===== config.mk =====
export PLATFORM = sky130hd
export DESIGN_NAME = ps2_host_tx
export DESIGN_NICKNAME = d
export VERILOG_FILES = /design/src/rtl/ps2_pkg.sv /design/src/rtl/ps2_line_sync.sv /design/src/rtl/ps2_host_tx.sv
export SDC_FILE = /design/constraint.sdc
export NUM_CORES = 1
export LEC_CHECK = 0
export CORE_ASPECT_RATIO = 0.8
export CORE_MARGIN = 2
export CORE_UTILIZATION = 40
export CTS_CLUSTER_SIZE = 8
export DETAILED_ROUTE_END_ITERATION = 12
export MAX_ROUTING_LAYER = met4
export PLACE_DENSITY_LB_ADDON = 0.2
export RECOVER_POWER = 25
export SYNTH_ARGS = -nofsm -noshare
export SYNTH_HDL_FRONTEND = slang
export SYNTH_SLANG_ARGS = --single-unit
export TNS_END_PERCENT = 50

===== constraint.sdc =====
create_clock -name clk -period 2.1 [get_ports clk]
set_input_delay 0.315 -clock clk [delete_from_list [all_inputs] [get_ports clk]]
set_output_delay 0.315 -clock clk [all_outputs]
set_load 0.02 [all_outputs]

===== src/rtl/ps2_pkg.sv =====
// Shared PS/2 definitions: transmitter FSM states, host command and device response codes,
// and the frame parity helper.
package ps2_pkg;

  typedef enum logic [2:0] {
    IDLE      = 3'd0,
    INHIBIT   = 3'd1,
    REQ       = 3'd2,
    SHIFT     = 3'd3,
    ACK       = 3'd4,
    WAIT_IDLE = 3'd5
  } ps2_tx_state_e;

  localparam logic [7:0] PS2_CMD_SET_LED = 8'hED;
  localparam logic [7:0] PS2_CMD_RESET   = 8'hFF;
  localparam logic [7:0] PS2_CMD_ECHO    = 8'hEE;
  localparam logic [7:0] PS2_RSP_ACK     = 8'hFA;

  // PS/2 frames carry odd parity over the eight data bits
  function automatic logic odd_parity(input logic [7:0] data);
    return ~^data;
  endfunction

endpackage


===== src/rtl/ps2_line_sync.sv =====
// Two-flop synchronizer for a raw PS/2 pad plus a registered falling-edge detector.
// Flops reset to 1 so the idle-high line never produces a spurious edge out of reset.
module ps2_line_sync (
  input  logic clk,
  input  logic rst,
  input  logic line_in,
  output logic line_sync,
  output logic fall
);

  logic meta;
  logic sync;
  logic prev;

  // synchronizer chain and previous-value register for edge detection
  always_ff @(posedge clk or posedge rst) begin
    if (rst) begin
      meta <= 1'b1;
      sync <= 1'b1;
      prev <= 1'b1;
    end else begin
      meta <= line_in;
      sync <= meta;
      prev <= sync;
    end
  end

  assign line_sync = sync;
  assign fall      = prev & ~sync;

endmodule


===== src/rtl/ps2_host_tx.sv =====
// PS/2 host-to-device transmitter: request-to-send, device-clocked 11-bit frame, ACK check.
// Optional macro PS2_TX_ACK_CHECK_EN: when defined a high ACK sample aborts the frame with tx_err.
module ps2_host_tx
  import ps2_pkg::*;
#(
  parameter int unsigned CLK_FREQ_HZ    = 100_000_000,
  parameter int unsigned INHIBIT_CYCLES = 12_000,
  parameter int unsigned TIMEOUT_CYCLES = 2_000_000
) (
  input  logic       clk,
  input  logic       rst,
  input  logic       tx_valid,
  input  logic [7:0] tx_data,
  output logic       tx_ready,
  output logic       tx_done,
  output logic       tx_err,
  input  logic       ps2_clk_i,
  input  logic       ps2_data_i,
  output logic       ps2_clk_oe,
  output logic       ps2_data_oe
);

  localparam int unsigned INH_W = (INHIBIT_CYCLES > 2) ? $clog2(INHIBIT_CYCLES) : 1;
  localparam int unsigned TO_W  = (TIMEOUT_CYCLES > 2) ? $clog2(TIMEOUT_CYCLES) : 1;
  localparam logic [INH_W-1:0] INH_LAST = INH_W'(INHIBIT_CYCLES - 1);
  localparam logic [TO_W-1:0]  TO_LAST  = TO_W'(TIMEOUT_CYCLES - 1);

  if (CLK_FREQ_HZ == 0 || INHIBIT_CYCLES == 0 || TIMEOUT_CYCLES < 2) begin : g_param_check
    $error("ps2_host_tx: CLK_FREQ_HZ, INHIBIT_CYCLES and TIMEOUT_CYCLES must be non-trivial");
  end

  logic clk_sync;
  logic clk_fall;
  logic data_meta;
  logic data_sync;

  ps2_line_sync u_clk_sync (
    .clk       (clk),
    .rst       (rst),
    .line_in   (ps2_clk_i),
    .line_sync (clk_sync),
    .fall      (clk_fall)
  );

  // data line only needs synchronizing; its edges carry no timing
  always_ff @(posedge clk or posedge rst) begin
    if (rst) begin
      data_meta <= 1'b1;
      data_sync <= 1'b1;
    end else begin
      data_meta <= ps2_data_i;
      data_sync <= data_meta;
    end
  end

  ps2_tx_state_e    state, state_nxt;
  logic [INH_W-1:0] inh_cnt, inh_nxt;
  logic [TO_W-1:0]  to_cnt, to_nxt;
  logic [3:0]       edge_cnt, edge_nxt;
  logic [8:0]       shreg, shreg_nxt;
  logic             ack_ok, ack_nxt;
  logic             ready_nxt, done_nxt, err_nxt, clk_oe_nxt, data_oe_nxt;
  logic             timed;
  logic             to_hit;

  // the timeout watches the device-clocked phases only; any device edge restarts it
  assign timed  = (state == SHIFT) || (state == ACK) || (state == WAIT_IDLE);
  assign to_hit = timed && !clk_fall && (to_cnt == TO_LAST);

  // next-state, datapath and next-output logic
  always_comb begin
    state_nxt   = state;
    inh_nxt     = inh_cnt;
    edge_nxt    = edge_cnt;
    shreg_nxt   = shreg;
    ack_nxt     = ack_ok;
    ready_nxt   = 1'b0;
    done_nxt    = 1'b0;
    err_nxt     = 1'b0;
    clk_oe_nxt  = 1'b0;
    data_oe_nxt = ps2_data_oe;

    if (!timed || clk_fall) begin
      to_nxt = '0;
    end else begin
      to_nxt = to_cnt + TO_W'(1);
    end

    case (state)
      IDLE: begin
        data_oe_nxt = 1'b0;
        if (tx_valid && tx_ready) begin
          state_nxt  = INHIBIT;
          inh_nxt    = '0;
          shreg_nxt  = {odd_parity(tx_data), tx_data};
          clk_oe_nxt = 1'b1;
        end else begin
          ready_nxt = 1'b1;
        end
      end

      INHIBIT: begin
        clk_oe_nxt = 1'b1;
        if (inh_cnt == INH_LAST) begin
          state_nxt   = REQ;
          data_oe_nxt = 1'b1;
        end else begin
          inh_nxt = inh_cnt + INH_W'(1);
        end
      end

      REQ: begin
        // start bit stays driven while the clock line is handed to the device
        state_nxt = SHIFT;
        edge_nxt  = 4'd0;
        ack_nxt   = 1'b0;
      end

      SHIFT: begin
        if (to_hit) begin
          state_nxt   = IDLE;
          err_nxt     = 1'b1;
          data_oe_nxt = 1'b0;
        end else if (clk_fall) begin
          edge_nxt = edge_cnt + 4'd1;
          if (edge_cnt == 4'd9) begin
            data_oe_nxt = 1'b0;
            state_nxt   = ACK;
          end else begin
            data_oe_nxt = ~shreg[0];
            shreg_nxt   = {1'b0, shreg[8:1]};
          end
        end else begin
          state_nxt = SHIFT;
        end
      end

      ACK: begin
        if (to_hit) begin
          state_nxt   = IDLE;
          err_nxt     = 1'b1;
          data_oe_nxt = 1'b0;
        end else if (clk_fall) begin
`ifdef PS2_TX_ACK_CHECK_EN
          ack_nxt = ~data_sync;
`else
          ack_nxt = 1'b1;
`endif
          state_nxt = WAIT_IDLE;
        end else begin
          state_nxt = ACK;
        end
      end

      WAIT_IDLE: begin
        if (to_hit) begin
          state_nxt   = IDLE;
          err_nxt     = 1'b1;
          data_oe_nxt = 1'b0;
        end else if (clk_sync && data_sync) begin
          done_nxt  = ack_ok;
          err_nxt   = ~ack_ok;
          state_nxt = IDLE;
        end else begin
          state_nxt = WAIT_IDLE;
        end
      end

      default: begin
        state_nxt   = IDLE;
        data_oe_nxt = 1'b0;
      end
    endcase
  end

  // state, datapath and registered outputs
  always_ff @(posedge clk or posedge rst) begin
    if (rst) begin
      state       <= IDLE;
      inh_cnt     <= '0;
      to_cnt      <= '0;
      edge_cnt    <= 4'd0;
      shreg       <= 9'd0;
      ack_ok      <= 1'b0;
      tx_ready    <= 1'b1;
      tx_done     <= 1'b0;
      tx_err      <= 1'b0;
      ps2_clk_oe  <= 1'b0;
      ps2_data_oe <= 1'b0;
    end else begin
      state       <= state_nxt;
      inh_cnt     <= inh_nxt;
      to_cnt      <= to_nxt;
      edge_cnt    <= edge_nxt;
      shreg       <= shreg_nxt;
      ack_ok      <= ack_nxt;
      tx_ready    <= ready_nxt;
      tx_done     <= done_nxt;
      tx_err      <= err_nxt;
      ps2_clk_oe  <= clk_oe_nxt;
      ps2_data_oe <= data_oe_nxt;
    end
  end

endmodule


==> metrics <==
Worst setup SP type flop; Die Ht between 80 and 90 um; Layout area overhead 17.17%; 1st-iter DRT viols 105; metal3 WL 238 um; Worst EP required 2310 ps; post-DP HPWL 4.276 mm; met2 wire length 2.571 mm; Seq pwr share 41.8%; final setup fails 0; final hold vios 0; design area roughly 3700 um2; worst-skew pair later-pin latency 330 ps; Fill cells 760; sequential area share after synthesis 48.96%; power density cells 1119 nW/um2; Async SR Flop Fraction 100.0%; first-pass GRT wire length 11.06 mm; min Tclk post-route around 2000 ps; Num CTS Buffers 9; Cells after Synth 323; layout net count 370; Unique masters post-synth between 40 and 50; clock share of power 27.9%; Max clock buf depth 2; CP Class flop to flop; initial antenna violation count 0; antenna diode count 0; Int Pwr 0.002767 W; failing checks capacitance limit, slew limit; switching power 0.001409 W; RSZ-0062 raised after global routing yes; GRT overflow 0; number of routed nets with antenna violations 0; CTS hold repair buffers 0; Switching Share 33.74%; Vias per Instance 5.052; most frequent cell after synthesis dfrtp_1; largest net degree at the start of global routing 63; multi-input logic area 1505 um2; count of flip-flops with a built-in enable after synthesis 0; top sig layer met4; clk root buf clkbuf_8; Synth area leaders dfrtp_1, xnor2_1, dfstp_2, nor2_1, nand2_1; Min-Delay Path Class flop to flop; I/O pins 18; DRC Markers 0; Final Hold Slack 358.3 ps; Fmax 498.3 MHz; Yosys warnings 0; input/output buffers 17; FF+latch area 1559 um2; core box area 7838 um2; Vias 2354; die area 8695 um2; M1 WL roughly 3.3 mm; Initial Util between 40% and 50%; peak supply drop 448.5 uV; Combinational Power Share 30.3%; gp weighted congestion 0.8400; period utilization 95.57%; Clock transition at path regs about 60 ps; Seq cells post-synth 62; vias in the first global route 2319; post-synth top area share between 40% and 50%; final WL 6.144 mm; Worst Setup End Kind flop; worst-margin pin slew roughly 1500 ps; placed cell area roughly 3500 um2; wire per inst between 10 and 15 um; ys flop type dfrtp_1; CTS tree built; TritonCTS sink count 62; Detailed Routing Iterations Pass 1 4; Synth area leader dfrtp_1; top cells by count, synth dfrtp_1, nor2_1, nand2_1; slew margin rel. -0.7867%; LEAKAGE 1.595 nW; syn nets 340; Global Route Usage Sum 16.31%; H-tree levels 3; Netlist Area Pre-Place 3184 um2; DIE WIDTH around 100 um; Critical Path Fanout Max 4; layout cells sized above 1 12.29%; Max-Cap Viols 1; Crit path arrival time 2220 ps; Layout Skew 7.505 ps; Rows 29; Post-Syn Area per Cell 9.859 um2; fin. max-slew vios 63; status finished, violations left
[cells by family after synthesis]
logic type	synth area share (%)
flip-flops	48.96
XOR/XNOR	8.252
adder cells (fa/ha/maj)	1.572
AND/OR/NAND/NOR	24.64
multiplexers	3.144
buffers and inverters	3.969
AO/OA/AOI/OAI	9.470
[what timing repair did]
action | CTS | global route
setup buffers | 0 | 0
setup endpoints to repair | 0 | 11
gates resized for setup | 0 | 2
hold endpoints to repair | 0 | 0
[state kept, by name (all words and copies together) (netlist names)]
name                  flops
to_cnt                   21
tx_ready                  1
u_clk_sync.meta           1
u_clk_sync.prev           1
ps2_data_oe               1
inh_cnt                  14
data_meta                 1
data_sync                 1
u_clk_sync.line_sync      1
ps2_clk_oe                1
ack_ok                    1
tx_err                    1
shreg                     9
state                     3
tx_done                   1
edge_cnt                  4
[critical path, stage by stage (launching register included)]
cell and delay (ps):
dfrtp_1 410, or4_1 560, nor4_2 290, buf_4 160
nand3_1 160, a21oi_1 230, o41ai_2 70
[per-layer routing]
metal  global-route usage (%)  vias to the layer above
met5                        -                        -
met4                    4.791                        0
met3                    5.777                        2
met2                    22.46                       37
met1                    22.65                     1118
li1                         -                     1197
[metrics by stage]
stage	setup TNS [ps]	utilization, %	total power, W	setup slack, ps	instances
after CTS	0	47.72	0.004234	44.93	466
after detailed placement	0	44.84	0.003030	26.70	450
after global routing	-155.7	47.61	0.004500	-78.46	466
after global placement	0	44.84	0.003009	58.34	450
after floorplan	0	-	0.002712	131.5	323
final	0	47.61	0.004175	93.05	466
[placed cells by master, fill, tap and decap left out, types with 4 or more instances in the layout]
master,instances
buf_4,13
clkbuf_8,11
inv_1,8
dfstp_2,5
xor2_1,9
nor3_1,5
nand4_1,9
xnor2_1,21
or3_1,5
a21oi_1,12
nand3_1,19
and4_1,4
dfrtp_1,56
nand2_1,31
nor4_1,5
nor2_1,35
and3_1,5
and2_1,5
clkdlybuf4s50_1,15
mux2i_1,10
ha_1,4
o21ai_0,23
[area by class of cell]
class | instances | share of cell area [%]
clock buffer | 12 | 4.158
clock inverter | 4 | 1.878
inverter | 9 | 0.9054
multi-input combinational | 240 | 40.34
sequential | 62 | 41.78
tap | 108 | 3.622
timing repair buffer | 31 | 7.311
[power groups by stage]
stage	sequential [W]	clock (W)	combinational [W]
global route	0.00180	0.00127	0.00143
global placement	0.00176	0	0.00125
detailed placement	0.00176	0	0.00127
CTS	0.00174	0.00121	0.00128
finish	0.00174	0.00117	0.00127
floorplan	0.00173	0	0.000981
[path summary, 6_finish.rpt]
path                                           to  slack [ps]                start  cells after the start
setup / recovery             state[1]$_DFFE_PP0P_          90  to_cnt[9]$_DFF_PP0_                      6
hold / removal                data_sync$_DFF_PP1_         360  data_meta$_DFF_PP1_                      0
setup reg to reg             state[1]$_DFFE_PP0P_          90  to_cnt[9]$_DFF_PP0_                      6
hold reg to reg               data_sync$_DFF_PP1_         360  data_meta$_DFF_PP1_                      0
max in group asynchronous  inh_cnt[6]$_DFFE_PP0P_         390                  rst                      3
min in group asynchronous  inh_cnt[5]$_DFFE_PP0P_         810                  rst                      3
(Power assumes the default switching activity.)
